<file path="src/rtl/riscv_pkg.sv">
// RV32I decode definitions: opcodes, immediate formats, control enums and the ID/EX control bundle.
package riscv_pkg;

    localparam logic [6:0] OP_LOAD     = 7'b0000011;
    localparam logic [6:0] OP_MISC_MEM = 7'b0001111;
    localparam logic [6:0] OP_IMM      = 7'b0010011;
    localparam logic [6:0] OP_AUIPC    = 7'b0010111;
    localparam logic [6:0] OP_STORE    = 7'b0100011;
    localparam logic [6:0] OP_REG      = 7'b0110011;
    localparam logic [6:0] OP_LUI      = 7'b0110111;
    localparam logic [6:0] OP_BRANCH   = 7'b1100011;
    localparam logic [6:0] OP_JALR     = 7'b1100111;
    localparam logic [6:0] OP_JAL      = 7'b1101111;
    localparam logic [6:0] OP_SYSTEM   = 7'b1110011;

    typedef enum logic [2:0] {
        IMM_I     = 3'd0,
        IMM_S     = 3'd1,
        IMM_B     = 3'd2,
        IMM_U     = 3'd3,
        IMM_J     = 3'd4,
        IMM_SHAMT = 3'd5
    } imm_src_e;

    typedef enum logic [1:0] {
        SRC_A_RS1  = 2'b00,
        SRC_A_PC   = 2'b01,
        SRC_A_ZERO = 2'b10
    } alu_src_a_e;

    typedef enum logic [1:0] {
        RES_ALU = 2'b00,
        RES_MEM = 2'b01,
        RES_PC4 = 2'b10
    } result_src_e;

    typedef enum logic [1:0] {
        ALU_ADD    = 2'b00,
        ALU_BRANCH = 2'b01,
        ALU_FUNCT  = 2'b10
    } alu_op_e;

    typedef struct packed {
        logic        reg_wr_en;
        logic        mem_wr_en;
        logic        mem_rd_en;
        alu_src_a_e  alu_src_a;
        logic        alu_src_b;
        alu_op_e     alu_op;
        result_src_e result_src;
        logic        branch;
        logic        jump;
        logic        jalr;
        logic        illegal;
    } ctrl_t;

endpackage

</file>
<file path="src/rtl/decode_stage_imm_gen.sv">
// Immediate generator: selects the RV32I immediate format and sign-extends it to XLEN.
// Purely combinational, no handshake.
module imm_gen
    import riscv_pkg::*;
#(
    parameter int XLEN = 32
) (
    input  logic [31:0]     instr_i,
    input  imm_src_e        imm_src_i,
    output logic [XLEN-1:0] imm_o
);

    logic [31:0] imm32;

    always_comb begin
        imm32 = {{20{instr_i[31]}}, instr_i[31:20]};
        case (imm_src_i)
            IMM_S:     imm32 = {{20{instr_i[31]}}, instr_i[31:25], instr_i[11:7]};
            IMM_B:     imm32 = {{19{instr_i[31]}}, instr_i[31], instr_i[7],
                                instr_i[30:25], instr_i[11:8], 1'b0};
            IMM_U:     imm32 = {instr_i[31:12], 12'b0};
            IMM_J:     imm32 = {{11{instr_i[31]}}, instr_i[31], instr_i[19:12],
                                instr_i[20], instr_i[30:21], 1'b0};
            IMM_SHAMT: imm32 = {27'b0, instr_i[24:20]};
            default:   imm32 = {{20{instr_i[31]}}, instr_i[31:20]};
        endcase
    end

    // shamt has bit 31 clear, so the uniform sign extension keeps it zero-extended
    assign imm_o = XLEN'($signed(imm32));

endmodule

</file>
<file path="src/rtl/decode_stage.sv">
// Registered RV32I ID stage: decode + immediate into an ID/EX register, 1 cycle accept-to-valid.
// Backpressure: holds outputs while out_ready_i=0; in_ready_o drops on flush, full-and-blocked, or load-use hazard.
module decode_stage
    import riscv_pkg::*;
#(
    parameter int XLEN       = 32,
    parameter bit HAZARD_EN  = 1'b1,
    parameter bit SYS_AS_NOP = 1'b1
) (
    input  logic            clk_i,
    input  logic            rst_n_i,
    input  logic            flush_i,
    input  logic            in_valid_i,
    output logic            in_ready_o,
    input  logic [31:0]     instr_i,
    input  logic [XLEN-1:0] pc_i,
    output logic            out_valid_o,
    input  logic            out_ready_i,
    output logic [XLEN-1:0] out_pc_o,
    output logic [4:0]      rd_o,
    output logic [4:0]      rs1_o,
    output logic [4:0]      rs2_o,
    output logic [XLEN-1:0] imm_o,
    output logic [2:0]      funct3_o,
    output logic            funct7b5_o,
    output logic            reg_wr_en_o,
    output logic            mem_wr_en_o,
    output logic            mem_rd_en_o,
    output logic [1:0]      alu_src_a_o,
    output logic            alu_src_b_o,
    output logic [1:0]      alu_op_o,
    output logic [1:0]      result_src_o,
    output logic            branch_o,
    output logic            jump_o,
    output logic            jalr_o,
    output logic            illegal_o
);

    localparam logic [1:0] ST_EMPTY   = 2'd0;
    localparam logic [1:0] ST_FULL    = 2'd1;
    localparam logic [1:0] ST_FULL_LD = 2'd2;

    logic [6:0] opcode;
    logic [2:0] funct3;
    logic [6:0] funct7;
    logic [4:0] rd, rs1, rs2;

    assign opcode = instr_i[6:0];
    assign rd     = instr_i[11:7];
    assign funct3 = instr_i[14:12];
    assign rs1    = instr_i[19:15];
    assign rs2    = instr_i[24:20];
    assign funct7 = instr_i[31:25];

    ctrl_t           ctrl_d, ctrl_q;
    imm_src_e        imm_src;
    logic            uses_rs1, uses_rs2, illegal;
    logic [XLEN-1:0] imm_d, imm_q, pc_q;
    logic [4:0]      rd_q, rs1_q, rs2_q;
    logic [2:0]      funct3_q;
    logic            funct7b5_q;
    logic [1:0]      state_d, state_q;
    logic            stall, accept, consume, load_wr;

    always_comb begin
        ctrl_d   = '0;
        imm_src  = IMM_I;
        uses_rs1 = 1'b1;
        uses_rs2 = 1'b0;
        illegal  = 1'b0;
        case (opcode)
            OP_LOAD: begin
                ctrl_d.reg_wr_en  = 1'b1;
                ctrl_d.mem_rd_en  = 1'b1;
                ctrl_d.alu_src_b  = 1'b1;
                ctrl_d.result_src = RES_MEM;
                illegal = (funct3 == 3'd3) || (funct3 == 3'd6) || (funct3 == 3'd7);
            end
            OP_IMM: begin
                ctrl_d.reg_wr_en = 1'b1;
                ctrl_d.alu_src_b = 1'b1;
                ctrl_d.alu_op    = ALU_FUNCT;
                if (funct3 == 3'b001) begin
                    imm_src = IMM_SHAMT;
                    illegal = (funct7 != 7'b0000000);
                end else if (funct3 == 3'b101) begin
                    imm_src = IMM_SHAMT;
                    illegal = (funct7 != 7'b0000000) && (funct7 != 7'b0100000);
                end
            end
            OP_STORE: begin
                ctrl_d.mem_wr_en = 1'b1;
                ctrl_d.alu_src_b = 1'b1;
                imm_src  = IMM_S;
                uses_rs2 = 1'b1;
                illegal  = (funct3 >= 3'd3);
            end
            OP_REG: begin
                ctrl_d.reg_wr_en = 1'b1;
                ctrl_d.alu_op    = ALU_FUNCT;
                uses_rs2 = 1'b1;
                // only SUB and SRA carry funct7=0100000
                if (funct7 == 7'b0100000)
                    illegal = (funct3 != 3'b000) && (funct3 != 3'b101);
                else
                    illegal = (funct7 != 7'b0000000);
            end
            OP_BRANCH: begin
                ctrl_d.branch = 1'b1;
                ctrl_d.alu_op = ALU_BRANCH;
                imm_src  = IMM_B;
                uses_rs2 = 1'b1;
                illegal  = (funct3 == 3'd2) || (funct3 == 3'd3);
            end
            OP_JAL: begin
                ctrl_d.jump       = 1'b1;
                ctrl_d.reg_wr_en  = 1'b1;
                ctrl_d.result_src = RES_PC4;
                ctrl_d.alu_src_a  = SRC_A_PC;
                ctrl_d.alu_src_b  = 1'b1;
                imm_src  = IMM_J;
                uses_rs1 = 1'b0;
            end
            OP_JALR: begin
                ctrl_d.jump       = 1'b1;
                ctrl_d.jalr       = 1'b1;
                ctrl_d.reg_wr_en  = 1'b1;
                ctrl_d.result_src = RES_PC4;
                ctrl_d.alu_src_b  = 1'b1;
                illegal = (funct3 != 3'b000);
            end
            OP_LUI: begin
                ctrl_d.alu_src_a = SRC_A_ZERO;
                ctrl_d.alu_src_b = 1'b1;
                ctrl_d.reg_wr_en = 1'b1;
                imm_src  = IMM_U;
                uses_rs1 = 1'b0;
            end
            OP_AUIPC: begin
                ctrl_d.alu_src_a = SRC_A_PC;
                ctrl_d.alu_src_b = 1'b1;
                ctrl_d.reg_wr_en = 1'b1;
                imm_src  = IMM_U;
                uses_rs1 = 1'b0;
            end
            OP_MISC_MEM, OP_SYSTEM: illegal = !SYS_AS_NOP;
            default:                illegal = 1'b1;
        endcase
        if (instr_i[1:0] != 2'b11)
            illegal = 1'b1;
        if (illegal) begin
            ctrl_d.reg_wr_en = 1'b0;
            ctrl_d.mem_wr_en = 1'b0;
            ctrl_d.mem_rd_en = 1'b0;
            ctrl_d.branch    = 1'b0;
            ctrl_d.jump      = 1'b0;
            ctrl_d.jalr      = 1'b0;
        end
        ctrl_d.illegal = illegal;
    end

    imm_gen #(.XLEN(XLEN)) u_imm_gen (
        .instr_i   (instr_i),
        .imm_src_i (imm_src),
        .imm_o     (imm_d)
    );

    // FULL_LD is only entered for rd!=0, so x0 never interlocks
    assign stall = HAZARD_EN && (state_q == ST_FULL_LD) && (rd_q != 5'd0) &&
                   ((uses_rs1 && (rs1 == rd_q)) || (uses_rs2 && (rs2 == rd_q)));

    assign out_valid_o = (state_q != ST_EMPTY);
    assign in_ready_o  = !flush_i && (!out_valid_o || out_ready_i) && !stall;
    assign accept      = in_valid_i && in_ready_o;
    assign consume     = out_valid_o && out_ready_i;
    assign load_wr     = ctrl_d.mem_rd_en && (rd != 5'd0);

    always_comb begin
        state_d = state_q;
        if (flush_i)
            state_d = ST_EMPTY;
        else if (accept)
            state_d = load_wr ? ST_FULL_LD : ST_FULL;
        else if (consume)
            state_d = ST_EMPTY;
    end

    always_ff @(posedge clk_i) begin
        if (!rst_n_i) begin
            state_q    <= ST_EMPTY;
            pc_q       <= '0;
            rd_q       <= '0;
            rs1_q      <= '0;
            rs2_q      <= '0;
            imm_q      <= '0;
            funct3_q   <= '0;
            funct7b5_q <= 1'b0;
            ctrl_q     <= '0;
        end else begin
            state_q <= state_d;
            if (accept) begin
                pc_q       <= pc_i;
                rd_q       <= rd;
                rs1_q      <= rs1;
                rs2_q      <= rs2;
                imm_q      <= imm_d;
                funct3_q   <= funct3;
                funct7b5_q <= instr_i[30];
                ctrl_q     <= ctrl_d;
            end
        end
    end

    assign out_pc_o     = pc_q;
    assign rd_o         = rd_q;
    assign rs1_o        = rs1_q;
    assign rs2_o        = rs2_q;
    assign imm_o        = imm_q;
    assign funct3_o     = funct3_q;
    assign funct7b5_o   = funct7b5_q;
    assign reg_wr_en_o  = ctrl_q.reg_wr_en;
    assign mem_wr_en_o  = ctrl_q.mem_wr_en;
    assign mem_rd_en_o  = ctrl_q.mem_rd_en;
    assign alu_src_a_o  = ctrl_q.alu_src_a;
    assign alu_src_b_o  = ctrl_q.alu_src_b;
    assign alu_op_o     = ctrl_q.alu_op;
    assign result_src_o = ctrl_q.result_src;
    assign branch_o     = ctrl_q.branch;
    assign jump_o       = ctrl_q.jump;
    assign jalr_o       = ctrl_q.jalr;
    assign illegal_o    = ctrl_q.illegal;

endmodule

</file>
<file path="config.mk">
export PLATFORM = sky130hd
export DESIGN_NAME = decode_stage
export DESIGN_NICKNAME = d
export VERILOG_FILES = /design/src/rtl/riscv_pkg.sv /design/src/rtl/decode_stage_imm_gen.sv /design/src/rtl/decode_stage.sv
export SDC_FILE = /design/constraint.sdc
export NUM_CORES = 1
export LEC_CHECK = 0
export ABC_AREA = 1
export CORE_ASPECT_RATIO = 0.9
export CORE_UTILIZATION = 41
export CTS_CLUSTER_SIZE = 24
export DETAILED_ROUTE_END_ITERATION = 10
export GPL_ROUTABILITY_DRIVEN = 0
export GPL_TIMING_DRIVEN = 0
export PLACE_DENSITY = 0.77
export SLEW_MARGIN = 20
export SYNTH_ARGS = -nofsm -noshare
export SYNTH_HDL_FRONTEND = slang
export SYNTH_HIERARCHICAL = 1
export SYNTH_SLANG_ARGS = --single-unit
</file>
<file path="constraint.sdc">
create_clock -name clk_i -period 1.9 [get_ports clk_i]
set_clock_uncertainty 0.1 [all_clocks]
set_input_delay 0.475 -clock clk_i [delete_from_list [all_inputs] [get_ports clk_i]]
set_output_delay 0.475 -clock clk_i [all_outputs]
set_load 0.05 [all_outputs]
</file>
## Word level (Yosys, flattened, before mapping)

Cells that the tools add are included.

| storage, ports and cells | value |
|---|---|
| output and inout bits | 99 |
| register bits | 99 |
| input port bits | 69 |
| word-level logic and storage cells | 111 |

| cells by class | value |
|---|---|
| $lt $le $gt $ge | 1 |
| muxes and demuxes | 26 |
| bitwise operators | 1 |
| reduce and logical (&&, ||, !) cells | 35 |
| equal/unequal tests | 29 |

Operators with widths:

| operator | number |
|---|---|
| $pmux 32 s5 | 1 |
| $eq 7x6->1 const B | 4 |
| $eq 7x7->1 const B | 4 |
| $eq 3x3->1 const B | 5 |
| $pmux 3 s5 | 1 |
| $eq 7x5->1 const B | 2 |
| $reduce_or 7->1 | 2 |
| $mux 1 | 13 |
| $eq 3x2->1 const B | 4 |
| $mux 3 | 4 |
| $pmux 2 s2 | 3 |
| $logic_and 1x1->1 | 11 |
| $eq 5x5->1 | 2 |
| $reduce_bool 5->1 | 2 |
| $reduce_or 2->1 | 5 |
| $eq 7x2->1 const B | 1 |
| $eq 7x4->1 const B | 1 |
| $ne 7x6->1 const B | 1 |
| $pmux 1 s7 | 1 |
| $reduce_bool 7->1 | 1 |
| $eq 3x1->1 const B | 2 |
| $mux 2 | 3 |
| $reduce_or 3->1 | 2 |
| $logic_or 1x1->1 | 5 |
| other kinds (9) | 12 |

## Logic depth before layout (Yosys ltp)

Gate-level depths: netlist (run 1).

| logic depth | value |
|---|---|
| word-level depth | 10 |
| depth in mapped cells | 16 |
| depth with buffers taken out | 15 |

## Modules after synthesis

The synthesis (run 1) kept the hierarchy.

Modules (own cells, without submodules):

| module | times used | cells an instance | sequential area each (um^2) | area an instance (um^2) |
|---|---|---|---|---|
| decode_stage | 1 | 579 | 1981.9 | 4172.8 |
| imm_gen | 1 | 94 | 0.0 | 437.9 |

## Worst setup path after synthesis (run 1)

Ideal clock, no wire load.

| timing | value |
|---|---|
| path type | in2out |
| start point | in instr_i[0] |
| end point | out in_ready_o |
| arrival time | 1.504 ns |
| cell stages on the path | 10 |
| path buffers | 0 |
| slack | -0.179 ns |
| required time | 1.325 ns |
| path through | nand2_2 > nor2_1 > nand2_2 > nand2_1 > nor2_1 > nand2_1 > nand2_1 > nand2_2 > nand2_1 > inv_1 |

| on the way | value |
|---|---|
| longest elaborated chain between the ends | 8 |
| elaborated cells between the ends (all ways) | 16 |
| those cells by class | 6 x eq/ne; 2 x mux; 8 x reduce/logical |

RTL lines:

| what | line | RTL |
|---|---|---|
| start, declared | decode_stage.sv:15 | `input logic [31:0] instr_i,` |
| $eq 7x5->1, or another cell as far along | decode_stage.sv:71 | `case (opcode)` |
| $reduce_or 3->1 (no line) | n/a |  |
| $mux 1 | decode_stage.sv:71 |  |
| $logic_and 1x1->1 | decode_stage.sv:170 | `((uses_rs1 && (rs1 == rd_q)) \|\| (uses_rs2 && (rs2 == rd_q)));` |
| $logic_or 1x1->1 (*) | decode_stage.sv:170 |  |
| $logic_and 1x1->1 (*) | decode_stage.sv:169 | `assign stall = HAZARD_EN && (state_q == ST_FULL_LD) && (rd_q != 5'd0) &&` |
| $logic_not 1->1 (*) | decode_stage.sv:173 | `assign in_ready_o = !flush_i && (!out_valid_o \|\| out_ready_i) && !stall;` |
| $logic_and 1x1->1 (*) | decode_stage.sv:173 |  |
| end, declared | decode_stage.sv:14 | `output logic in_ready_o,` |

Mark *: on every way between the ends. The rest lies on a longest branch, timed or not.

## Worst setup path in the final report (run 1)

| timing | value |
|---|---|
| start point | in instr_i[29] |
| end point | reg ctrl_q (netlist bit mem_rd_en_o) |

| on the way | value |
|---|---|
| longest elaborated chain between the ends | 7 |
| elaborated cells between the ends (all ways) | 10 |
| those cells by class | 2 x eq/ne; 6 x mux; 2 x reduce/logical |

RTL lines:

| what | line | RTL |
|---|---|---|
| $ne 7x6->1 or $reduce_bool 7->1 (tied branches) | decode_stage.sv:88, decode_stage.sv:85, decode_stage.sv:106 |  |
| $logic_and 1x1->1 | decode_stage.sv:88 | `illegal = (funct7 != 7'b0000000) && (funct7 != 7'b0100000);` |
| $mux 1 | decode_stage.sv:86 | `end else if (funct3 == 3'b101) begin` |
| $mux 1 | decode_stage.sv:83 | `if (funct3 == 3'b001) begin` |
| $pmux 1 s7 (*) | decode_stage.sv:71 |  |
| $mux 1 (*) | decode_stage.sv:149 | `if (instr_i[1:0] != 2'b11)` |
| $mux 3 (*) | decode_stage.sv:151 | `if (illegal) begin` |
| end signal, assigned | decode_stage.sv:209 | `ctrl_q <= ctrl_d;` |
| end, declared | decode_stage.sv:55 | `ctrl_t ctrl_d, ctrl_q;` |

Marked as above.
A chain may end at the register's enable or synchronous reset.

==> results.cfg, run 1 <==
[sta]
finalSetupViolCount = 100
worst_slack_ns = -0.510
fin_crit_ns = 2.41
worst_slew_pin_slew_ns = 0.641
rsz0062_at_grt = true
min_period_over_period_pct = 127
hold-worst-slack_ns = 0.334
slew_headroom_pct = 57.3
hold_viol_final = 0
maxSlewViolCount = 0
fmax_ghz = 0.415

[global_route]
grt_pass1_wl_um = 26000
antenna_found_initial = 1
grt_pass1_vias = 5141
gr-total-overflow = 0
grt_util_all_layers_pct = 29.0
grt_max_degree = 17

[synthesis]
synth_mux_area_share_pct = 0
syn_inst = 673
synth-xor-area-share_pct = 1.14
synthesis.area_um2 = 4610
ys_seq_area_share_pct = 43.0
synth_top_family_by_area = simple AND/OR/NAND/NOR gates
synth_compound_area_share_pct = 12.8
synthesis.area_per_instance_um2 = 6.85
synth.yosys.warnings = 6
synth_cell_types = 33
ys_ff_latch = 99
synthSimpleGateAreaFrac_pct = 33.9
syn-num-nets = 742
synth_fa_ha_area_share_pct = 0

[route]
postRouteAntennaNets = 0
drt_iter0_drc = 766
drt-pass1-iter-count = 7
drc = 0
vias_per_cell = 5.63
wirelength_um = 20000
routedWlPerCell_um = 18.6
vias = 6037

[worst_hold_path]
min_to = rs1_o[3]
hold_depth = 3
hold_path.class = primary input to flip-flop
hold_start = instr_i[18]

[clock_network]
clock_latency_ns = 0.35
numCtsBuffers = 9
cts_sinks = 99
cts_max_level = 3
clockBufferDepth = 2
cts_tree = built
cts_root_buf = clkbuf_16
cts.clk_slew.worst_paths_ns = 0.06
holdBufCountCts = 0

[die]
die_area_um2 = 11700
num_io_pins = 168
die_y_um = 103
row_count = 36
start_util_pct = 42.3
die_x_um = 114
coreArea_um2 = 10900

[layout]
area_growth_syn_to_layout_pct = 78.7
final_layout_size_suffix_gt1_share_pct = 31.8
fillers = 733
finish.instance_area_um2 = 8240
final_cells = 1073
fin_nets = 984

[critical_path]
slowest_delay_ns = 0.46
crit_slowest_cell = clkdlybuf4s50_1
crit_chain = clkdlybuf4s50_1, nor2_1, nand2_1, nor2_1, nand2_1, nand2_1, nand2_1, nand2_1, nand2_1, nor2_1, nand2_1, a21oi_1
crit_arrival_ns = 2.59
reg2reg_depth = 15
cp_common_cell = nand2_1
critPathCaptureType = flip-flop
critPathLaunchType = primary input
critical_path.max_fanout = 3
reg2reg_slack_ns = -0.30
critical_path_class = primary input to flip-flop
regToRegStartpoint = rd_o[4]
required_ns = 2.08
rr_endpoint = imm_o[17]

[place]
pre_cts_ws_ns = -1.59
placed_area_um2 = 6600
placed_cells = 992
portBuffers = 167
dp_hpwl_um = 11000

[power]
ir_drop_mv = 0.500
p_per_area_nw_per_um2 = 698
leakage_nw = 3.82
fin_total_pwr_mw = 5.75

[run_status]
violations = setup timing
status = complete, but fails checks

[run]
cap_viol_max_count = 0
==> placed cells by master (no fill, tap or decap), drive strengths merged <==
master         instances
nand3b                 2
buf                   96
clkinv                 3
dfxtp                 99
clkdlybuf4s15          7
and2                   2
o21ai                 15
nand3                 22
or3b                   1
nor2                  46
xor2                   2
nand4                  9
clkinvlp               2
nor3                   3
nor3b                  1
xnor2                  4
clkbuf                25
dlygate4sd2           96
diode                  1
a22oi                  1
a21oi                 95
o211ai                 1
bufinv                 3
or2                    2
nand2                291
clkdlybuf4s50         47
inv                   45
==> how the worst max path moves through the flow <==
stage	startpoint	end	slack, ns	cells past startpoint
after floorplan	instr_i[3]	in_ready_o	-0.08	10
after global placement	instr_i[3]	in_ready_o	-1.56	12
after detailed placement	instr_i[3]	in_ready_o	-1.59	13
after CTS	rd_o[4]	in_ready_o	-0.25	9
after global routing	instr_i[29]	jalr_o	-0.46	12
final	instr_i[29]	mem_rd_en_o	-0.51	12
==> critical path: cells and delay by family <==
family,cells,cell delay [ns]
buffers and inverters,1,0.46
and+or+nand+nor,10,1.55
AOI/OAI and AO/OA,1,0.11
==> timing repair <==
action,CTS,global route
pin swaps,28,22
cloned,9,6
resized for setup,294,109
endpoints found under the setup margin,198,100
buffers inserted,31,26
==> per-layer routing <==
layer	vias to the layer above	global-route usage (%)	part of all wire, %
met2	453	48.6	46
met4	0	15.3	6.2
met1	2808	35.3	38
met5	-	0	0
li1	2630	-	-
met3	146	6.58	9.9
==> flip-flops by register name, summed over array words and instances, names as in the netlist <==
signal / cells
funct3_o: 3
rs2_o: 5
jalr_o: 1
illegal_o: 1
rs1_o: 5
state_q: 2
rd_o: 5
result_src_o: 2
mem_rd_en_o: 1
mem_wr_en_o: 1
funct7b5_o: 1
branch_o: 1
alu_src_a_o: 2
out_pc_o: 32
imm_o: 32
reg_wr_en_o: 1
alu_op_o: 2
jump_o: 1
alu_src_b_o: 1
==> power by group <==
group          internal (mW)  total [mW]  switching (mW)
clock network           1.32        2.12           0.795
logic                  0.543        1.41           0.872
registers               2.16        2.22          0.0549
total                   4.03        5.75            1.72
==> cell families (layout without fill, tap and decap cells) <==
family,Yosys count,count (layout)
simple gates,379,379
compound gates,112,112
flops,99,99
buf+inv,77,324
xor+xnor,6,6
other cells,0,1
==> synthesized netlist by cell type <==
cell,n,area (um^2)
o21ai_1,2,10.0
nand3_2,2,20.0
or3b_2,1,8.76
dfxtp_1,99,1980
nand3_4,1,17.5
and2_1,2,12.5
buf_4,9,67.6
o21ai_0,7,35.0
buf_6,8,90.1
nor2_4,3,33.8
xor2_1,2,17.5
inv_1,37,139
nand3_1,19,95.1
buf_12,1,20.0
nor2_2,1,6.26
nand2_2,5,31.3
or2_2,2,12.5
a22oi_1,1,7.51
clkinv_2,1,5.00
clkbuf_1,10,37.5
nor3_1,3,15.0
o21ai_2,6,52.6
o211ai_1,1,7.51
nor2_1,42,158
buf_2,2,10.0
nor3b_1,1,7.51
inv_2,7,26.3
nand4_1,9,56.3
xnor2_1,4,35.0
nand2_1,286,1070
nand3b_1,2,15.0
buf_8,2,30.0
a21oi_1,95,475
==> layout make-up <==
cell class	instances	area [um^2]	share of cell area (%)
inverter	45	213	2.58
timing repair inverter	2	41.3	0.501
multi-input combinational	497	2780	33.8
tap	152	190	2.31
clock inverter	6	111	1.35
sequential	99	2000	24.2
clock buffer	10	239	2.90
timing repair buffer	232	2340	28.4
antenna	1	2.50	0.0304
buffer	29	327	3.96
==> per-stage QoR <==
stage / util [%] / setup TNS, ns
floorplan: - / -0.347
global placement: 60.5 / -93.24
detailed placement: 60.5 / -96.40
CTS: 70.6 / -13.35
global route: 75.6 / -33.92
finish: 75.6 / -28.99
Note: power is estimated with default switching activity, not from simulation.
==> run 2, diff against run 1 <==
--- a/config.mk
+++ b/config.mk
@@ -8,7 +8,6 @@
 export ABC_AREA = 1
 export CORE_ASPECT_RATIO = 0.9
 export CORE_UTILIZATION = 41
-export CTS_CLUSTER_SIZE = 24
 export DETAILED_ROUTE_END_ITERATION = 10
 export GPL_ROUTABILITY_DRIVEN = 0
 export GPL_TIMING_DRIVEN = 0
==> results of run 2 <==
The final DEF is identical to that of run 1; final timing and power are the same.
